$ cat src/rtl/mpu6050_pkg.sv
// Shared MPU-6050 register map, init-table entry type and sequencer state encoding.
package mpu6050_pkg;

    localparam logic [7:0] PWR_MGMT_1   = 8'h6B;
    localparam logic [7:0] ACCEL_CONFIG = 8'h1C;
    localparam logic [7:0] GYRO_CONFIG  = 8'h1B;
    localparam logic [7:0] ACCEL_XOUT_H = 8'h3B;

    typedef struct packed {
        logic [7:0] addr;
        logic [7:0] data;
    } init_entry_t;

    typedef enum logic [2:0] {
        INIT_ISSUE,
        INIT_WAIT,
        READ_IDLE,
        READ_ISSUE,
        READ_WAIT,
        ERROR
    } seq_state_t;

endpackage

$ cat src/rtl/mpu_init_rom.sv
// Combinational init table: maps an entry index to the register write replayed after reset.
module mpu_init_rom
    import mpu6050_pkg::*;
(
    input  logic [2:0]  i_idx,
    output init_entry_t o_entry
);

    always_comb begin
        o_entry = '{addr: 8'h00, data: 8'h00};
        case (i_idx)
            3'd0:    o_entry = '{addr: PWR_MGMT_1,   data: 8'h00};
            3'd1:    o_entry = '{addr: ACCEL_CONFIG, data: 8'h00};
            3'd2:    o_entry = '{addr: GYRO_CONFIG,  data: 8'h00};
            default: o_entry = '{addr: 8'h00,        data: 8'h00};
        endcase
    end

endmodule

$ cat src/rtl/mpu_i2c_sequencer.sv
// Drives the MPU-6050 I2C driver: replays the init table, then issues periodic burst reads.
// Optional watchdog on driver completion is enabled by defining SEQ_TIMEOUT_EN.
module mpu_i2c_sequencer
    import mpu6050_pkg::*;
#(
    parameter int         INIT_LEN  = 3,
    parameter logic [7:0] READ_ADDR = ACCEL_XOUT_H,
    parameter int         READ_LEN  = 6,
    parameter int         PERIOD    = 1000,
    parameter int         TIMEOUT   = 4095
) (
    input  logic            clk,
    input  logic            rst,
    input  logic            enable,
    output logic            drv_run_req,
    output logic            drv_r_en,
    output logic [7:0]      drv_reg_addr,
    output logic [7:0]      drv_send_data,
    output logic [2:0]      drv_num_data,
    input  logic            drv_end_flag,
    input  logic [7:0][7:0] drv_received_data,
    output logic [7:0][7:0] sample_data,
    output logic            sample_valid,
    output logic            init_done,
    output logic            busy,
    output logic            error
);

    localparam int            PW          = (PERIOD > 2) ? $clog2(PERIOD) : 1;
    localparam logic [PW-1:0] PERIOD_LAST = PW'(PERIOD - 1);
    localparam logic [2:0]    INIT_LAST   = 3'(INIT_LEN - 1);

    seq_state_t      r_state, w_state_n;
    logic [2:0]      r_idx, w_idx_n;
    logic [PW-1:0]   r_period;
    logic            r_run_req, w_run_req_n;
    logic            r_r_en, w_r_en_n;
    logic [7:0]      r_addr, w_addr_n;
    logic [7:0]      r_data, w_data_n;
    logic [2:0]      r_num, w_num_n;
    logic [7:0][7:0] r_sample, w_sample_n;
    logic            r_valid, w_valid_n;
    logic            r_init_done, w_init_done_n;
    init_entry_t     w_entry;
    logic [7:0][7:0] w_capture;

`ifdef SEQ_TIMEOUT_EN
    localparam int TW = $clog2(TIMEOUT + 1);
    logic [TW-1:0] r_wd, w_wd_n;
    logic          r_error, w_error_n;
`else
    logic          w_unused_cfg;
    assign w_unused_cfg = ^TIMEOUT;
`endif

    mpu_init_rom u_rom (
        .i_idx   (r_idx),
        .o_entry (w_entry)
    );

    // Bytes past the burst length are never meaningful, so they are masked before capture.
    always_comb begin
        w_capture = '0;
        for (int i = 0; i < 8; i++) begin
            w_capture[i] = (i < READ_LEN) ? drv_received_data[i] : 8'h00;
        end
    end

    always_comb begin
        w_state_n     = r_state;
        w_idx_n       = r_idx;
        w_run_req_n   = r_run_req;
        w_r_en_n      = r_r_en;
        w_addr_n      = r_addr;
        w_data_n      = r_data;
        w_num_n       = r_num;
        w_sample_n    = r_sample;
        w_valid_n     = 1'b0;
        w_init_done_n = r_init_done;

        case (r_state)
            INIT_ISSUE: begin
                w_run_req_n = 1'b1;
                w_r_en_n    = 1'b0;
                w_addr_n    = w_entry.addr;
                w_data_n    = w_entry.data;
                w_num_n     = 3'd1;
                w_state_n   = INIT_WAIT;
            end
            INIT_WAIT: begin
                if (drv_end_flag) begin
                    w_run_req_n = 1'b0;
                    if (r_idx == INIT_LAST) begin
                        w_init_done_n = 1'b1;
                        w_state_n     = READ_IDLE;
                    end else begin
                        w_idx_n   = r_idx + 3'd1;
                        w_state_n = INIT_ISSUE;
                    end
                end
            end
            READ_IDLE: begin
                if (r_period == PERIOD_LAST && enable) begin
                    w_state_n = READ_ISSUE;
                end
            end
            READ_ISSUE: begin
                w_run_req_n = 1'b1;
                w_r_en_n    = 1'b1;
                w_addr_n    = READ_ADDR;
                w_data_n    = 8'h00;
                w_num_n     = 3'(READ_LEN);
                w_state_n   = READ_WAIT;
            end
            READ_WAIT: begin
                if (drv_end_flag) begin
                    w_sample_n  = w_capture;
                    w_valid_n   = 1'b1;
                    w_run_req_n = 1'b0;
                    w_state_n   = READ_IDLE;
                end
            end
            ERROR: begin
                w_run_req_n = 1'b0;
            end
            default: begin
                w_run_req_n = 1'b0;
                w_state_n   = INIT_ISSUE;
            end
        endcase

`ifdef SEQ_TIMEOUT_EN
        // A completion arriving on the expiry cycle wins over the timeout.
        w_wd_n    = '0;
        w_error_n = r_error;
        if ((r_state == INIT_WAIT || r_state == READ_WAIT) && !drv_end_flag) begin
            if (r_wd == TW'(TIMEOUT - 1)) begin
                w_error_n   = 1'b1;
                w_run_req_n = 1'b0;
                w_state_n   = ERROR;
            end else begin
                w_wd_n = r_wd + 1'b1;
            end
        end
`endif
    end

    always_ff @(posedge clk) begin
        if (rst) begin
            r_state     <= INIT_ISSUE;
            r_idx       <= '0;
            r_period    <= '0;
            r_run_req   <= 1'b0;
            r_r_en      <= 1'b0;
            r_addr      <= '0;
            r_data      <= '0;
            r_num       <= '0;
            r_sample    <= '0;
            r_valid     <= 1'b0;
            r_init_done <= 1'b0;
`ifdef SEQ_TIMEOUT_EN
            r_wd        <= '0;
            r_error     <= 1'b0;
`endif
        end else begin
            r_state     <= w_state_n;
            r_idx       <= w_idx_n;
            r_run_req   <= w_run_req_n;
            r_r_en      <= w_r_en_n;
            r_addr      <= w_addr_n;
            r_data      <= w_data_n;
            r_num       <= w_num_n;
            r_sample    <= w_sample_n;
            r_valid     <= w_valid_n;
            r_init_done <= w_init_done_n;
`ifdef SEQ_TIMEOUT_EN
            r_wd        <= w_wd_n;
            r_error     <= w_error_n;
`endif
            // Free-running so read instants stay on a fixed grid regardless of driver latency.
            if (r_init_done) begin
                r_period <= (r_period == PERIOD_LAST) ? '0 : r_period + 1'b1;
            end
        end
    end

    assign drv_run_req   = r_run_req;
    assign drv_r_en      = r_r_en;
    assign drv_reg_addr  = r_addr;
    assign drv_send_data = r_data;
    assign drv_num_data  = r_num;
    assign sample_data   = r_sample;
    assign sample_valid  = r_valid;
    assign init_done     = r_init_done;
    assign busy          = r_run_req;
`ifdef SEQ_TIMEOUT_EN
    assign error         = r_error;
`else
    assign error         = 1'b0;
`endif

endmodule

$ cat config.mk
export PLATFORM = sky130hd
export DESIGN_NAME = mpu_i2c_sequencer
export DESIGN_NICKNAME = d
export VERILOG_FILES = /design/src/rtl/mpu6050_pkg.sv /design/src/rtl/mpu_init_rom.sv /design/src/rtl/mpu_i2c_sequencer.sv
export SDC_FILE = /design/constraint.sdc
export NUM_CORES = 1
export LEC_CHECK = 0
export ABC_AREA = 1
export BUFFER_PORTS_ARGS = -buffer_cell sky130_fd_sc_hd__buf_2
export CORE_ASPECT_RATIO = 0.75
export CORE_MARGIN = 2
export CORE_UTILIZATION = 42
export DETAILED_ROUTE_END_ITERATION = 12
export PLACE_DENSITY = 0.78
export SYNTH_ARGS = -nofsm -noshare
export SYNTH_HDL_FRONTEND = slang
export SYNTH_SLANG_ARGS = --single-unit
$ cat constraint.sdc
create_clock -name clk -period 1.27 [get_ports clk]
set_input_delay 0.254 -clock clk [delete_from_list [all_inputs] [get_ports clk]]
set_output_delay 0.254 -clock clk [all_outputs]
set_load 0.01 [all_outputs]
# After elaboration in Yosys (flattened, before gate mapping)
# Cells that the tools add are included.
totals:
  reg_bits: 87
  out_inout_bits: 89
classes:
  n_reduce_logical: 12
  n_eq_ne: 12
  bitwise_logic: 4
  add_sub_neg: 2
  mux: 14
op_table:
  columns: ["cell", "count"]
  rows:
  - ["$pmux 15 s3", 1]
  - ["$pmux 8 s2", 2]
  - ["$pmux 3 s6", 1]
  - ["$add 10x1->10 const B", 1]
  - ["$eq 10x10->1 const B", 1]
  - ["$mux 10", 1]
  - ["$eq 3x2->1 const B", 3]
  - ["$mux 3", 3]
  - ["$eq 3x1->1 const B", 2]
  - ["$eq 3x3->1 const B", 2]
  - ["$logic_not 3->1", 2]
  - ["$ne 2x2->1 const B", 3]
  - ["$pmux 3 s2", 1]
  - ["$reduce_and 3->1", 2]
  - ["$reduce_or 2->1", 3]
  - ["$not 1->1", 4]
  - ["$reduce_and 2->1", 2]
  - ["$reduce_and 4->1", 1]
  - ["$add 3x1->3 const B", 1]
  - ["$pmux 1 s3", 1]
  - ["$mux 1", 2]
  - ["$mux 2", 1]
  - ["$ne 2x1->1 const B", 1]
  - ["$pmux 1 s2", 1]
  - ["other kinds (2)", 2]

# Logic depth before layout (Yosys ltp)
depth:
  ltp_word: 4
  depth_mapped: 8

# Modules after synthesis
# Synthesis repeated with hierarchy kept, for this count alone.
unflattened:
  cells_unflattened: 457
  hier_area_um2: 3559.7
by_module_without_submodules:
  columns: ["mod", "area_each_um2", "instances", "cells_each"]
  rows:
  - ["mpu_i2c_sequencer", 3433.3, 1, 436]
  - ["mpu_init_rom", 126.4, 1, 21]

# Worst setup path before layout
# Ideal clock, no wire load.
synth_path:
  path_kind: "register -> register"
  startpoint: "reg r_period[0]"
  endpoint: "reg r_period[9]"
  t_arrival_ns: 1.106
  path_stages_with_launch: 9
  setup_time_ns: 0.113
  slack_ns: 0.051
  t_required_ns: 1.157
  synth_period_minus_slack_ns: 1.219
  path_buffers: 0
  path_cell_list: "dfxtp_1 > ha_1 > nand2_1 > nor2_1 > nand3_1 > nand2_1 > inv_1 > nand2_1 > nor2_1"
synth_via:
  elab_chain_cells: 2
  elab_cells_between_ends: 3
  classes_between: "1 x add/sub; 1 x eq/ne; 1 x mux"
synth_rtl:
  columns: ["element", "line_no", "source"]
  rows:
  - ["from (decl)", "mpu_i2c_sequencer.sv:35", "logic [PW-1:0] r_period;"]
  - ["from (signal assigned)", "mpu_i2c_sequencer.sv:182", "r_period <= (r_period == PERIOD_LAST) ? '0 : r_period + 1'b1;"]
  - ["$add 10x1->10 / $eq 10x10->1 (equally long branches)", "mpu_i2c_sequencer.sv:182", null]
  - ["$mux 10 *", "mpu_i2c_sequencer.sv:182", null]
# Mark *: on every way between the ends. The rest lies on a longest branch, timed or not.
# A chain may end at the register's enable or synchronous reset.

# Worst setup path in the final report
layout_path:
  startpoint: "reg r_period[1]"
  endpoint: "reg r_period[8]"
# Same word-level chain as after synthesis.

==> flow_summary_export.csv <==
group,metric,value,unit
grt,antenna_found_initial,0,
grt,grt_pass1_vias,2623,
drt,wl_per_cell,13.0,um
finish,num_antenna_cells,0,
synth,synth_seq_cells,75,
synth,synth_area,3420,um^2
synth,yosysTopAreaCellShare,43.9,%
worst_setup_path,r2r_start,"r_period[1]$_SDFFE_PP0P_",
clocking,clk_pin_slew,0.09,ns
power,leakagePower,1.89,nW
worst_setup_path,path_class,"reg -> reg",
synth,yosys_most_used_dff,"dfxtp_1",
grt,use_met1,19.6,%
synth,synth_compound_area_share,13.5,%
finish,final_util,56.1,%
drt,vias_per_cell,4.86,
placed_design,io_buffers,114,
grt,grt_max_degree,50,
sta,post-route-period-util,98.6,%
clocking,clk_latency,0.35,ns
worst_setup_path,rr_worst_depth,7,
clocking,cts_made_buffers,9,
synth,yosysWarningCount,0,
sta,max_freq,799,MHz
sta,hold_viol_final,0,
synth,synth_top_family_by_area,"simple AND/OR/NAND/NOR gates",
synth,synthSimpleGateAreaFrac,26.0,%
drt,vias,3137,
synth,synth_fa_ha_area_share,1.83,%
hold_path,hold_class,"in -> reg",
worst_setup_path,endpoint_kind,"flop",
floorplan,core_area,7880,um^2
grt,grtUsageMet3,6.04,%
sta,finalCriticalPeriod,1.25,ns
floorplan,initial_core_util,43.4,%
grt,grtUsageMet2,28.4,%
worst_setup_path,ff2ff_setup_slack,0.02,ns
sta,setup_viol,0,
floorplan,num_rows,28,
finish,final_layout_size_suffix_gt1_share,42.0,%
floorplan,die_area,8890,um^2
grt,grt_pass1_wl,11700,um
synth,synth.distinct_cells,28,
floorplan,ioPinCount,157,
clocking,cts.sinks,75,
synth,synth_edf_count,0,
clocking,clockBufferDepth,2,
hold_path,min_to,"sample_data[45]$_SDFFE_PP0P_",
grt,grt_overflow,0,
worst_setup_path,critPathLaunchType,"flop",
synth,ys_async_sr_fraction,0,%
hold_path,hold_start,"drv_received_data[45]",
finish,nets,608,
placed_design,hpwl,5530,um
sta,clock-skew-final,0.0108,ns
grt,track_usage,16.7,%
drt,ant_nets,0,
worst_setup_path,arrival,1.49,ns
hold_path,hold_depth,3,
drt,drtIter0Drc,114,
synth,synth-xor-area-share,0.512,%
synth,synthCells,414,
finish,areaGrowthSynthToFinish,29.1,%
synth,synth.area.top_cells,"dfxtp_1 44%, nand2_1 8.1%, buf_4 7.0%",
clocking,cts_tree,"done",
run,cap_violations,0,
drt,drc,0,
worst_setup_path,worst-path-max-fanout,3,
worst_setup_path,reg2reg_to,"r_period[8]$_SDFFE_PP0P_",
grt,grt_busiest_layer,"met2",
clocking,htree_levels,3,
synth,seq_area_frac_synth,43.9,%
floorplan,die_x,108,um
sta,rsz0062_at_grt,"true",
synth,syn_avg_cell_area,8.27,um^2
sta,tns,0,ns
worst_setup_path,required,1.51,ns
drt,routed_wl,8410,um
drt,dr.pass1.iters,4,
placed_design,gp_congestion,0.825,
outcome,status,"completed",
sta,slew_violations,0,
floorplan,die-height,82.2,um
power,powerDensity,1570,nW/um^2
synth,synth.area.mux_share,0,%
power,ir_drop,627,uV
clocking,cts_root_buffer,"clkbuf_8",
synth,synth_top_area_cell,"dfxtp_1",
-- cells by family after synthesis --
logic type	Yosys count
AO/OA/AOI/OAI	76
XOR/XNOR	2
adder cells (fa/ha/maj)	5
buffers and inverters	77
flip-flops	75
other	1
AND/OR/NAND/NOR	178
-- critical path, stage by stage (launching register included) --
cell     delay (ns)
dfxtp_2        0.35
ha_4           0.15
nand2_4        0.06
inv_2          0.07
nand2_2        0.06
nor3_2         0.21
xor2_1         0.17
nor2_1         0.06
-- report_power, final --
part	leakage, nW	switching [W]	internal, W
sequential	0.612	0.000203	0.00267
combinational	1.18	0.00133	0.000888
clock	0.0922	0.000888	0.000968
-- cell usage in the layout, fill, tap and decap left out, types with 4 or more instances in the layout --
cell type / count
buf_2: 114
nand2_2: 7
nor2_1: 22
clkbuf_8: 10
dfxtp_2: 6
buf_4: 15
dfxtp_1: 67
nand3_1: 40
inv_1: 21
nor2_4: 4
nand2_1: 68
o21ai_0: 7
nor3_1: 4
nand3_2: 22
a21oi_2: 20
a21oi_1: 43
conb_1: 26
-- routing by layer --
layer  wire (um)  share of wire [%]  vias up
met1        3550                 42     1434
met5           0                  0        -
met3         666                7.9       13
met2        4060                 48      133
met4         133                1.6        0
li1            -                  -     1557
-- cell type report --
cell class              count  area (um^2)
flip-flops and latches     75         1520
well taps                 105          131
clock buffers              11          141
clock inverters             5         61.3
fillers                   704         3460
inverters                  25         98.8
multi-input cells         287         1640
repair buffers            137          831
-- per-stage QoR --
step / std cells / total power [W] / cell area [um^2] / hold WS (ns) / worst slack [ns]
5_1_grt: 645 / 0.00739 / 4420 / 0.133 / -0.0562
6_report: 645 / 0.00695 / 4420 / 0.154 / 0.0180
3_3_place_gp: 624 / 0.00477 / 4000 / 0.445 / 0.0188
2_1_floorplan: 439 / 0.00434 / 3520 / 0.403 / 0.0511
3_5_place_dp: 624 / 0.00481 / 4000 / 0.450 / -0.0323
4_1_cts: 640 / 0.00669 / 4210 / 0.136 / -0.00785
-- cell usage after synthesis (5+ instances only) --
cell type / number
a21oi_1: 43
a21oi_2: 20
buf_2: 9
buf_4: 32
clkbuf_1: 5
dfxtp_1: 75
ha_1: 5
inv_1: 23
nand2_1: 74
nand3_1: 41
nand3_2: 21
nor2_1: 26
nor3_1: 7
o21ai_0: 10
-- how the worst max path moves through the flow --
stage	startpoint	endpoint	depth (start not counted)
after global placement	r_period[0]$_SDFFE_PP0P_	r_state[1]$_SDFFE_PP0P_	8
after detailed placement	r_period[0]$_SDFFE_PP0P_	r_state[1]$_SDFFE_PP0P_	8
after floorplan	r_period[0]$_SDFFE_PP0P_	r_period[9]$_SDFFE_PP0P_	8
final	r_period[1]$_SDFFE_PP0P_	r_period[8]$_SDFFE_PP0P_	7
after CTS	r_period[0]$_SDFFE_PP0P_	r_state[1]$_SDFFE_PP0P_	8
after global routing	r_period[3]$_SDFFE_PP0P_	r_period[8]$_SDFFE_PP0P_	6
-- state kept, by name (all words and copies together) (netlist names) --
register      flops
r_state           3
r_period         10
sample_data      48
drv_reg_addr      6
init_done         1
busy              1
r_idx             3
sample_valid      1
drv_num_data      2
-- repair_timing --
item | in CTS | in global routing
hold buffers | 0 | 0
gates resized for setup | 5 | 40
pin swaps | 0 | 9
cloned | 0 | 3
setup buffers | 0 | 2
setup endpoints to repair | 6 | 70
Note: power is estimated with default switching activity, not from simulation.
